### src/rtl/tail_light_sequencer.sv
// Tail-light cluster controller: turn/hazard arbitration, step timebase and lamp sequencing.
// Optional brake override enabled by defining TAILLIGHT_BRAKE_EN.
module tail_light_sequencer #(
   parameter int TICK_DIV   = 25_000_000,
   parameter int SEQ_REPEAT = 1
) (
   input  logic       clk,
   input  logic       reset,
   input  logic       left,
   input  logic       right,
   input  logic       hazard,
   input  logic       brake,
   output logic [5:0] light,
   output logic       busy,
   output logic [1:0] mode,
   output logic       step_tick
);

   localparam int CNT_W = $clog2(TICK_DIV);
   localparam int REP_W = (SEQ_REPEAT > 1) ? $clog2(SEQ_REPEAT) : 1;
   localparam logic [CNT_W-1:0] CNT_LAST = CNT_W'(TICK_DIV - 1);
   localparam logic [REP_W-1:0] REP_LAST = REP_W'(SEQ_REPEAT - 1);

   typedef enum logic [1:0] {
      M_IDLE   = 2'b00,
      M_LEFT   = 2'b01,
      M_RIGHT  = 2'b10,
      M_HAZARD = 2'b11
   } mode_t;

   mode_t            state, state_next;
   logic [1:0]       step, step_next;
   logic [REP_W-1:0] rep, rep_next;
   logic [CNT_W-1:0] count;
   logic             pend_l, pend_r;
   logic             clr_l, clr_r;

   always_ff @(posedge clk or posedge reset) begin
      if (reset) begin
         count     <= '0;
         step_tick <= 1'b0;
      end else if (count == CNT_LAST) begin
         count     <= '0;
         step_tick <= 1'b1;
      end else begin
         count     <= count + 1'b1;
         step_tick <= 1'b0;
      end
   end

   // A new request in the same cycle as its grant re-queues it.
   always_ff @(posedge clk or posedge reset) begin
      if (reset) begin
         pend_l <= 1'b0;
         pend_r <= 1'b0;
      end else begin
         pend_l <= left  | (pend_l & ~clr_l);
         pend_r <= right | (pend_r & ~clr_r);
      end
   end

   always_ff @(posedge clk or posedge reset) begin
      if (reset) begin
         state <= M_IDLE;
         step  <= 2'd0;
         rep   <= '0;
      end else if (step_tick) begin
         state <= state_next;
         step  <= step_next;
         rep   <= rep_next;
      end
   end

   always_comb begin
      state_next = state;
      step_next  = step;
      rep_next   = rep;
      clr_l      = 1'b0;
      clr_r      = 1'b0;
      if (step_tick) begin
         unique case (state)
            M_IDLE: begin
               if (hazard) begin
                  state_next = M_HAZARD;
                  step_next  = 2'd1;
               end else if (pend_l && pend_r) begin
                  state_next = M_HAZARD;
                  step_next  = 2'd1;
                  clr_l      = 1'b1;
                  clr_r      = 1'b1;
               end else if (pend_l) begin
                  state_next = M_LEFT;
                  step_next  = 2'd1;
                  clr_l      = 1'b1;
               end else if (pend_r) begin
                  state_next = M_RIGHT;
                  step_next  = 2'd1;
                  clr_r      = 1'b1;
               end
            end
            M_LEFT, M_RIGHT: begin
               if (hazard) begin
                  state_next = M_HAZARD;
                  step_next  = 2'd1;
                  rep_next   = '0;
               end else if (step == 2'd0) begin
                  if (rep == REP_LAST) begin
                     state_next = M_IDLE;
                     rep_next   = '0;
                  end else begin
                     rep_next  = rep + 1'b1;
                     step_next = 2'd1;
                  end
               end else begin
                  step_next = step + 2'd1;
               end
            end
            M_HAZARD: begin
               if (!hazard) begin
                  state_next = M_IDLE;
                  step_next  = 2'd0;
               end else begin
                  step_next = (step == 2'd1) ? 2'd0 : 2'd1;
               end
            end
            default: state_next = M_IDLE;
         endcase
      end
   end

   always_comb begin
      light = 6'b000000;
      unique case (state)
         M_LEFT: begin
            case (step)
               2'd1:    light = 6'b100000;
               2'd2:    light = 6'b110000;
               2'd3:    light = 6'b111000;
               default: light = 6'b000000;
            endcase
         end
         M_RIGHT: begin
            case (step)
               2'd1:    light = 6'b000001;
               2'd2:    light = 6'b000011;
               2'd3:    light = 6'b000111;
               default: light = 6'b000000;
            endcase
         end
         M_HAZARD: light = (step == 2'd1) ? 6'b111111 : 6'b000000;
         default:  light = 6'b000000;
      endcase
`ifdef TAILLIGHT_BRAKE_EN
      // Brake lights every lamp on a side that is not sweeping; hazard flashing is left alone.
      if (brake) begin
         case (state)
            M_IDLE:  light = 6'b111111;
            M_LEFT:  light[2:0] = 3'b111;
            M_RIGHT: light[5:3] = 3'b111;
            default: ;
         endcase
      end
`endif
   end

`ifndef TAILLIGHT_BRAKE_EN
   logic brake_unused;
   assign brake_unused = brake;
`endif

   assign mode = state;
   assign busy = (state != M_IDLE);

endmodule
### config.mk
export PLATFORM = sky130hd
export DESIGN_NAME = tail_light_sequencer
export DESIGN_NICKNAME = d
export VERILOG_FILES = /design/src/rtl/tail_light_sequencer.sv
export SDC_FILE = /design/constraint.sdc
export NUM_CORES = 1
export LEC_CHECK = 0
export CAP_MARGIN = 10
export CORE_MARGIN = 2
export CORE_UTILIZATION = 57
export CTS_CLUSTER_DIAMETER = 80
export DETAILED_ROUTE_END_ITERATION = 8
export PLACE_DENSITY = 0.79
export SLEW_MARGIN = 20
export SYNTH_ARGS = -nofsm -noshare
export SYNTH_HDL_FRONTEND = slang
export SYNTH_SLANG_ARGS = --single-unit
### constraint.sdc
create_clock -name clk -period 2.5 [get_ports clk]
set_input_delay 0.25 -clock clk [delete_from_list [all_inputs] [get_ports clk]]
set_output_delay 0.25 -clock clk [all_outputs]
set_load 0.02 [all_outputs]
; Word-level counts from Yosys, hierarchy flattened
; Index checks and enable logic that the tools add are counted.
; Widths: inputs -> output; s select.
[word_totals]
ff_bits = 33
out_inout_bits = 10
inputBits = 6
[classes]
n_bitwise = 6
eq_ne = 12
reduce_logical = 9
n_mux = 39
add_sub_neg = 3
[ops]
columns = operator, n
row1 = $pmux 6 s3, 2
row2 = $mux 2, 15
row3 = $add 25x1->25 const B, 1
row4 = $eq 25x25->1 const B, 1
row5 = $mux 25, 1
row6 = $mux 1, 17
row7 = $pmux 2 s3, 2
row8 = $pmux 3 s3, 1
row9 = $eq 2x2->1 const B, 4
row10 = $mux 6, 1
row11 = $ne 3x3->1 const B, 2
row12 = $reduce_and 3->1, 2
row13 = $ne 5x5->1 const B, 1
row14 = $reduce_and 5->1, 1
row15 = $eq 2x1->1 const B, 2
row16 = $logic_not 2->1, 2
row17 = $ne 4x4->1 const B, 1
row18 = $reduce_bool 2->1, 2
row19 = $add 2x1->2 const B, 1
row20 = $and 1x1->1, 2
row21 = $ne 2x2->1 const B, 1
row22 = $not 1->1, 2
row23 = $or 1x1->1, 2
row24 = $reduce_or 2->1, 1
row25 = 2 further kinds, 2

; Logic depth before layout (Yosys ltp)
; Gate-level depths: netlist of the first run.
[depth]
ltp_word = 9
mapped_depth = 6

; Least setup slack after synthesis of the first run
; OpenSTA, ideal clock, no wires.
[synth_timing]
kind = register -> register
from = reg state[0] (netlist: mode[0])
to = reg state[1] (netlist: mode[1])
path_slack_ns = 0.396
path_stages_with_launch = 7
setup_time_ns = 0.125
required_time_ns = 2.375
t_arrival_ns = 1.979
cell_sequence = dfrtp_1 -> inv_1 -> ha_1 -> inv_1 -> o41ai_1 -> a211o_1 -> mux2_2
[synth_between]
elab_chain_len = 4
[synth_rtl]
columns = element, line_no
row1 = from (decl), 31  ; mode_t state, state_next;
row2 = from (signal assigned), 68  ; state <= state_next;
row3 = $eq 2x1->1 or $eq 2x2->1 (tied branches), 81  ; unique case (state)
row4 = $reduce_or 2->1, 81
row5 = $ne 3x3->1 (no line), -
row6 = $reduce_and 5->1 (no line), -
; Several ways; a longest one is shown, not always the timed one.
; A chain may end at the register's enable or synchronous reset.

; Worst setup path after layout of the first run
[layout_timing]
from = reg step[0]
to = out light[0]
[layout_between]
elab_chain_len = 3
[layout_rtl]
columns = element, line_no
row1 = from (decl), 32  ; logic [1:0] step, step_next;
row2 = from (signal assigned), 69  ; step <= step_next;
row3 = $eq 2x2->1 or $eq 2x1->1 (tied branches), "143, 150"
row4 = $pmux 3 s3 or $mux 6 (tied branches), "143, 150"
row5 = $pmux 6 s3 *, 133  ; unique case (state)
row6 = to (decl), 13  ; output logic [5:0] light,
; Every way passes the cells marked *; elsewhere a longest branch is shown, timed or not.

==> results.yml, run 1 <==
clock_tree:
  htreeDepth: 2
  root_buffer: "clkbuf_4"
  cts_buffers: 5
  clk_path_buf_depth: 2
  cts-hold-fix-buffers: 0
  cts.sinks: 32
  cts_tree: "done"
  clock_latency_ns: 0.33
  clkSlewWorstSetupHoldPaths_ns: 0.10
die:
  die_h_microns: 60.40
  die-area_sq_mm: 0.003648
  io_pins: 16
  rows: 20
  core_sq_mm: 0.003028
  dieWidth_microns: 60.40
  initial_core_util: 0.5988
global_routing:
  grt_max_degree: 33
  grt.met3_usage: 0.06397
  grt_pass1_vias: 1421
  grt-ovfl-total: 0
  grt_pass1_wl_microns: 6127
  grtUsageMet1: 0.2871
  grt_busiest_layer: "met2"
  grt_use_total: 0.2265
  antenna_found_initial: 0
  met2_usage: 0.3820
cells_and_area:
  area_growth_pct: 16.36
  nFillCells: 227
  fin_area_sq_mm: 0.002110
  drive_above_1_share: 0.1407
  ff_latch_area_sq_um: 802.0
  multiInputGateArea_sq_um: 955.9
  final_cells: 243
  n_antenna_cell: 0
  final_nets: 215
  final_util: 0.6967
power:
  power_w: 0.0009790
  p_seq_frac: 0.528
  p_leak_nw: 0.9340
  p_per_area_mw_per_mm2: 464.1
  clock_power_share: 0.449
  comb_power_share: 0.023
  peakVddDrop_uv: 319.5
  switching_share: 0.1923
  p_switching_w: 0.0001883
  p_int_w: 0.0007907
routing:
  drtIter0Drc: 34
  drcViolationCount: 0
  num_vias: 1411
  routed_wirelength_microns: 3474
  postRouteAntennaNets: 0
  viasPerCell: 5.807
  drt-pass1-iter-count: 4
  wire_per_inst_microns: 14.30
sta:
  slew_headroom: 0.6845
  fin_crit_sh: 0.9256
  timing.clock.skew_ns: 0.004079
  fin_crit_ns: 2.314
  max_freq_mhz: 432.1
  tns_ns: 0
  tightest_slew_ns: 0.4707
  hold_viol_final: 0
  slew_violations: 0
  setup_viol: 0
  rsz0062_at_grt: "false"
setup_path:
  max_stage_delay_ns: 0.64
  path_max_fanout: 5
  cp_top_family: "buffers and inverters"
  crit_path_cell_trace: "inv_1 > ha_1 > nand2b_1 > a21oi_1 > clkdlybuf4s50_1"
  critPathCaptureType: "output pin"
  crit_slowest_cell: "clkdlybuf4s50_1"
  critPathKind: "flop to output pin"
  cp-start-kind: "flop"
  crit_buf_inv: 2
  cp.required_ns: 2.25
  arrival_ns: 2.06
synth:
  syn_avg_cell_area_sq_um: 10.24
  synth-seq-cells: 32
  synth_edf_count: 0
  syn_nets: 194
  ys_types: 46
  yosys_most_used_dff: "dfrtp_1"
  synth-async-reset-ratio: 1.000
  ys_warn_count: 0
  syn-instance-count: 177
  ys_seq_area_frac: 0.4417
  syn_area_sq_mm: 0.001813
status:
  status: "finished, final reports clean"
placed_design:
  dp_hpwl_microns: 2558
  numPortBuffers: 14
  dpl_cell_area_sq_mm: 0.002008
  gp_congestion: 0.8779
  dp_cells: 235
run:
  cap_viol_max_count: 0
min_path:
  hp-class: "input port to async pin"
## through the flow
stage               hold WS (ns)  setup WS, ns
floorplan                 0.3423        0.3964
global placement          0.4639        0.4736
detailed placement        0.4734        0.3864
CTS                       0.2931      0.006517
global route              0.3635       0.05232
finish                    0.2888        0.1860
## worst min-delay path, delay by kind of cell
family	cells	cell delay, ns
buffers and inverters	3	0.79
## final timing paths
check / startpoint / depth (start not counted) / slack (ns) / to
max: step[0] / 5 / 0.19 / light[0]
min: reset / 3 / 0.29 / count[3]
max reg2reg: mode[0] / 7 / 0.53 / mode[1]
min reg2reg: count[0] / 1 / 0.48 / count[0]
max in group asynchronous: reset / 3 / 1.91 / step[0]
min in group clk: left / 2 / 0.47 / pend_l
## registers in the layout, summed over array words and instances, names as in the netlist
name / flops
count: 25
mode: 2
pend_l: 1
pend_r: 1
step: 2
step_tick: 1
## Yosys cell counts (all sizes together) (6+ instances only)
cell type,instances,area (sq um)
a21oi,16,91.34
nand2,16,67.56
inv,9,33.78
o21ai,6,30.03
xnor2,8,70.07
nor2,6,22.52
or4,6,56.30
ha,11,137.6
nand3,12,60.06
o31ai,6,45.04
and4,6,58.81
dfrtp,32,800.8
## per-layer routing
| metal | vias up | share of wire |
|---|---|---|
| li1 | 691 | - |
| met1 | 701 | 0.45 |
| met2 | 16 | 0.51 |
| met3 | 3 | 0.029 |
| met4 | 0 | 0.0072 |
| met5 | - | 0 |
## cell type report
class / instances / area share
sequential: 32 / 0.3802
clock inverter: 1 / 0.01423
tap: 44 / 0.02610
multi-input combinational: 133 / 0.4531
inverter: 9 / 0.01601
clock buffer: 7 / 0.03084
timing repair buffer: 17 / 0.07948
## what timing repair did
item	CTS	global route
setup buffers	0	0
setup endpoints to repair	0	3
resized for setup	0	3
## kinds of logic after synthesis
group                    Yosys count  synth area share
adder cells (fa/ha/maj)           11           0.07591
multiplexers                       2           0.01173
flip-flops                        32            0.4417
AND/OR/NAND/NOR                   69            0.2416
XOR/XNOR                          12           0.05797
AO/OA/AOI/OAI                     39            0.1401
buffers and inverters             12           0.03105
## power by group through the flow
stage	Clock [W]	Sequential, W	Combinational (W)
3_5_place_dp	0	0.000527	0.0000229
4_1_cts	0.000448	0.000517	0.0000230
2_1_floorplan	0	0.000527	0.0000108
5_1_grt	0.000470	0.000517	0.0000262
6_report	0.000440	0.000517	0.0000222
3_3_place_gp	0	0.000527	0.0000224
## placed cells by master, fill, tap and decap left out, types with 4 or more instances in the layout
cell             instances
o21ai_0                  6
and2_1                   4
clkbuf_4                 5
nand2_1                 15
ha_1                    11
inv_1                    9
nor2_1                   6
dfrtp_1                 31
xor2_1                   4
nand3_1                 12
clkdlybuf4s50_1         12
a21oi_1                 13
o31ai_1                  6
xnor2_1                  8
No activity file was read; power rests on OpenSTA's default activity.
==> inputs of run 2 (changes only) <==
CTS_CLUSTER_DIAMETER = 150   (was 80)
==> results of run 2 <==
No change in the layout: final DEF, timing and power equal those of run 1.
==> inputs of run 3 (changes only) <==
CORE_UTILIZATION = 62   (was 57)
DONT_BUFFER_PORTS = 1   (was not set)
PLACE_DENSITY = 0.78   (was 0.79)
==> run 3 against run 2 <==
Effect of this change:
- combinational power fell by 16%
- count of clock-buffer cells in the layout fell by 1
- wire length shrank 0.69%
- worst setup slack improved by 0.023 ns
- sequential power about the same
- sequential cell count did not move
- core utilization grew 1.9 points
- clock power down 12%
- design area is 6.5% lower
- global-route usage up 1.7 points
- clock skew down 0.0013 ns
==> results.yml, run 3 (synthesis results as in run 1) <==
global_routing:
  grt_max_degree: 33
  antenna_found_initial: 0
  grt-ovfl-total: 0
  grt_pass1_vias: 1458
  grt_use_total: 0.2436
  grt_pass1_wl_microns: 6168
clock_tree:
  htreeDepth: 2
  root_buffer: "clkbuf_4"
  postCtsSetupBuffers: 0
  cts_resized: 0
  clk_path_buf_depth: 2
  cts-hold-fix-buffers: 3
  cts_buffers: 5
  cts.sinks: 32
  cts_tree: "done"
  clock_latency_ns: 0.34
  clkSlewWorstSetupHoldPaths_ns: 0.10
setup_path:
  rrSetupSlack_ns: 0.34
  r2r-end: "mode[1]"
  cp-start-kind: "flop"
  arrival_ns: 2.04
  max_stage_delay_ns: 0.51
  critPathKind: "flop to output pin"
  crit_path_cell_trace: "inv_1 > ha_1 > a21oi_1 > buf_4 > nor2b_1"
  crit_buf_inv: 2
  path_max_fanout: 7
  crit_slowest_cell: "dfrtp_1"
  r2r_cells: 6
  cp.required_ns: 2.25
  cp_top_family: "flip-flops"
  critPathCaptureType: "output pin"
  reg2reg_from: "mode[0]"
min_path:
  hold_end: "step[1]"
  hp-class: "input port to flop"
  holdPathStages: 3
  hp-start: "hazard"
status:
  status: "finished, final reports clean"
die:
  initial_core_util: 0.6574
  die_h_microns: 58.08
  die-area_sq_mm: 0.003373
  dieWidth_microns: 58.08
  core_sq_mm: 0.002758
  io_pins: 16
  rows: 19
routing:
  num_vias: 1390
  routed_wirelength_microns: 3450
  drt-pass1-iter-count: 4
  postRouteAntennaNets: 0
  drcViolationCount: 0
  drtIter0Drc: 69
  viasPerCell: 6.290
  wire_per_inst_microns: 15.61
sta:
  whs_ns: 0.1267
  slew_violations: 0
  setup_viol: 0
  fin_crit_ns: 2.292
  tns_ns: 0
  tightest_slew_ns: 0.4837
  rsz0062_at_grt: "false"
  slew_headroom: 0.6733
  hold_viol_final: 0
  timing.clock.skew_ns: 0.002765
  max_freq_mhz: 436.4
  fin_crit_sh: 0.9166
power:
  peakVddDrop_uv: 502.1
  p_per_area_mw_per_mm2: 468.5
  p_leak_nw: 0.8765
run:
  cap_viol_max_count: 0
placed_design:
  numPortBuffers: 0
  gp_congestion: 0.8398
  dp_hpwl_microns: 2525
cells_and_area:
  final_util: 0.7155
  regMostFlops: "count"
  largest_register_ffs: 25
  mostFrequentLayoutCell: "dfrtp_1"
  final_cell_mix: "32 x dfrtp_1, 15 x nand2_1, 13 x a21oi_1"
  area_growth_pct: 8.834
  drive_above_1_share: 0.1474
  final_nets: 206
  n_antenna_cell: 0
  nFillCells: 214
[run 3: cell count changes in the layout (fill, tap and decap cells not counted), sizes merged]
cell           delta
dlymetal6s2s      -2
clkbuf            -1
buf               +2
clkinv            +1
clkdlybuf4s50    -12
dlygate4sd3       +3
[run 3: per-layer routing]
layer	wire length [microns]	share of wire	up-vias	track usage
met1	1436	0.42	685	0.2757
li1	-	-	666	-
met4	45	0.013	0	0.1030
met3	156	0.045	6	0.04688
met5	0	0	-	0
met2	1811	0.52	33	0.4448
[run 3: power breakdown]
part / leakage, nW / switching [W] / internal [W]
clock network: 0.0422 / 0.000179 / 0.000209
registers: 0.412 / 0.0000000000000000000692 / 0.000517
logic: 0.422 / 0.0000126 / 0.00000593
[run 3: per-stage QoR]
step / area (sq um) / total power, W / worst slack [ns] / cells
3_5_place_dp: 1867 / 0.0005430 / 0.3516 / 210
4_1_cts: 1973 / 0.0009301 / 0.2031 / 221
5_1_grt: 1973 / 0.0009500 / 0.09282 / 221
3_3_place_gp: 1867 / 0.0005423 / 0.4242 / 210
2_1_floorplan: 1813 / 0.0005382 / 0.3964 / 177
6_report: 1973 / 0.0009244 / 0.2085 / 221
[run 3: area by class of cell]
| cell class | instances | area, sq um | share of cell area |
|---|---|---|---|
| multi-input cells | 133 | 955.9 | 0.4845 |
| flip-flops and latches | 32 | 800.8 | 0.4058 |
| repair buffers | 8 | 67.56 | 0.03424 |
| clock buffers | 6 | 41.29 | 0.02093 |
| well taps | 31 | 38.79 | 0.01966 |
| clock inverters | 2 | 35.03 | 0.01776 |
| inverters | 9 | 33.78 | 0.01712 |
[run 3: worst max path at each step]
stage / start / endpoint / slack [ns] / cells after the start
5_1_grt: mode[0] / light[4] / 0.09 / 5
4_1_cts: mode[0] / light[1] / 0.20 / 5
6_report: mode[0] / light[1] / 0.21 / 5
2_1_floorplan: mode[0] / mode[1] / 0.40 / 6
3_5_place_dp: mode[0] / mode[1] / 0.35 / 6
3_3_place_gp: mode[0] / mode[1] / 0.42 / 6
[run 3: tightest hold or removal path, cell delays in order]
cell and delay [ns]:
nor3b_1 0.04, nand2_1 0.06, o32ai_1 0.07
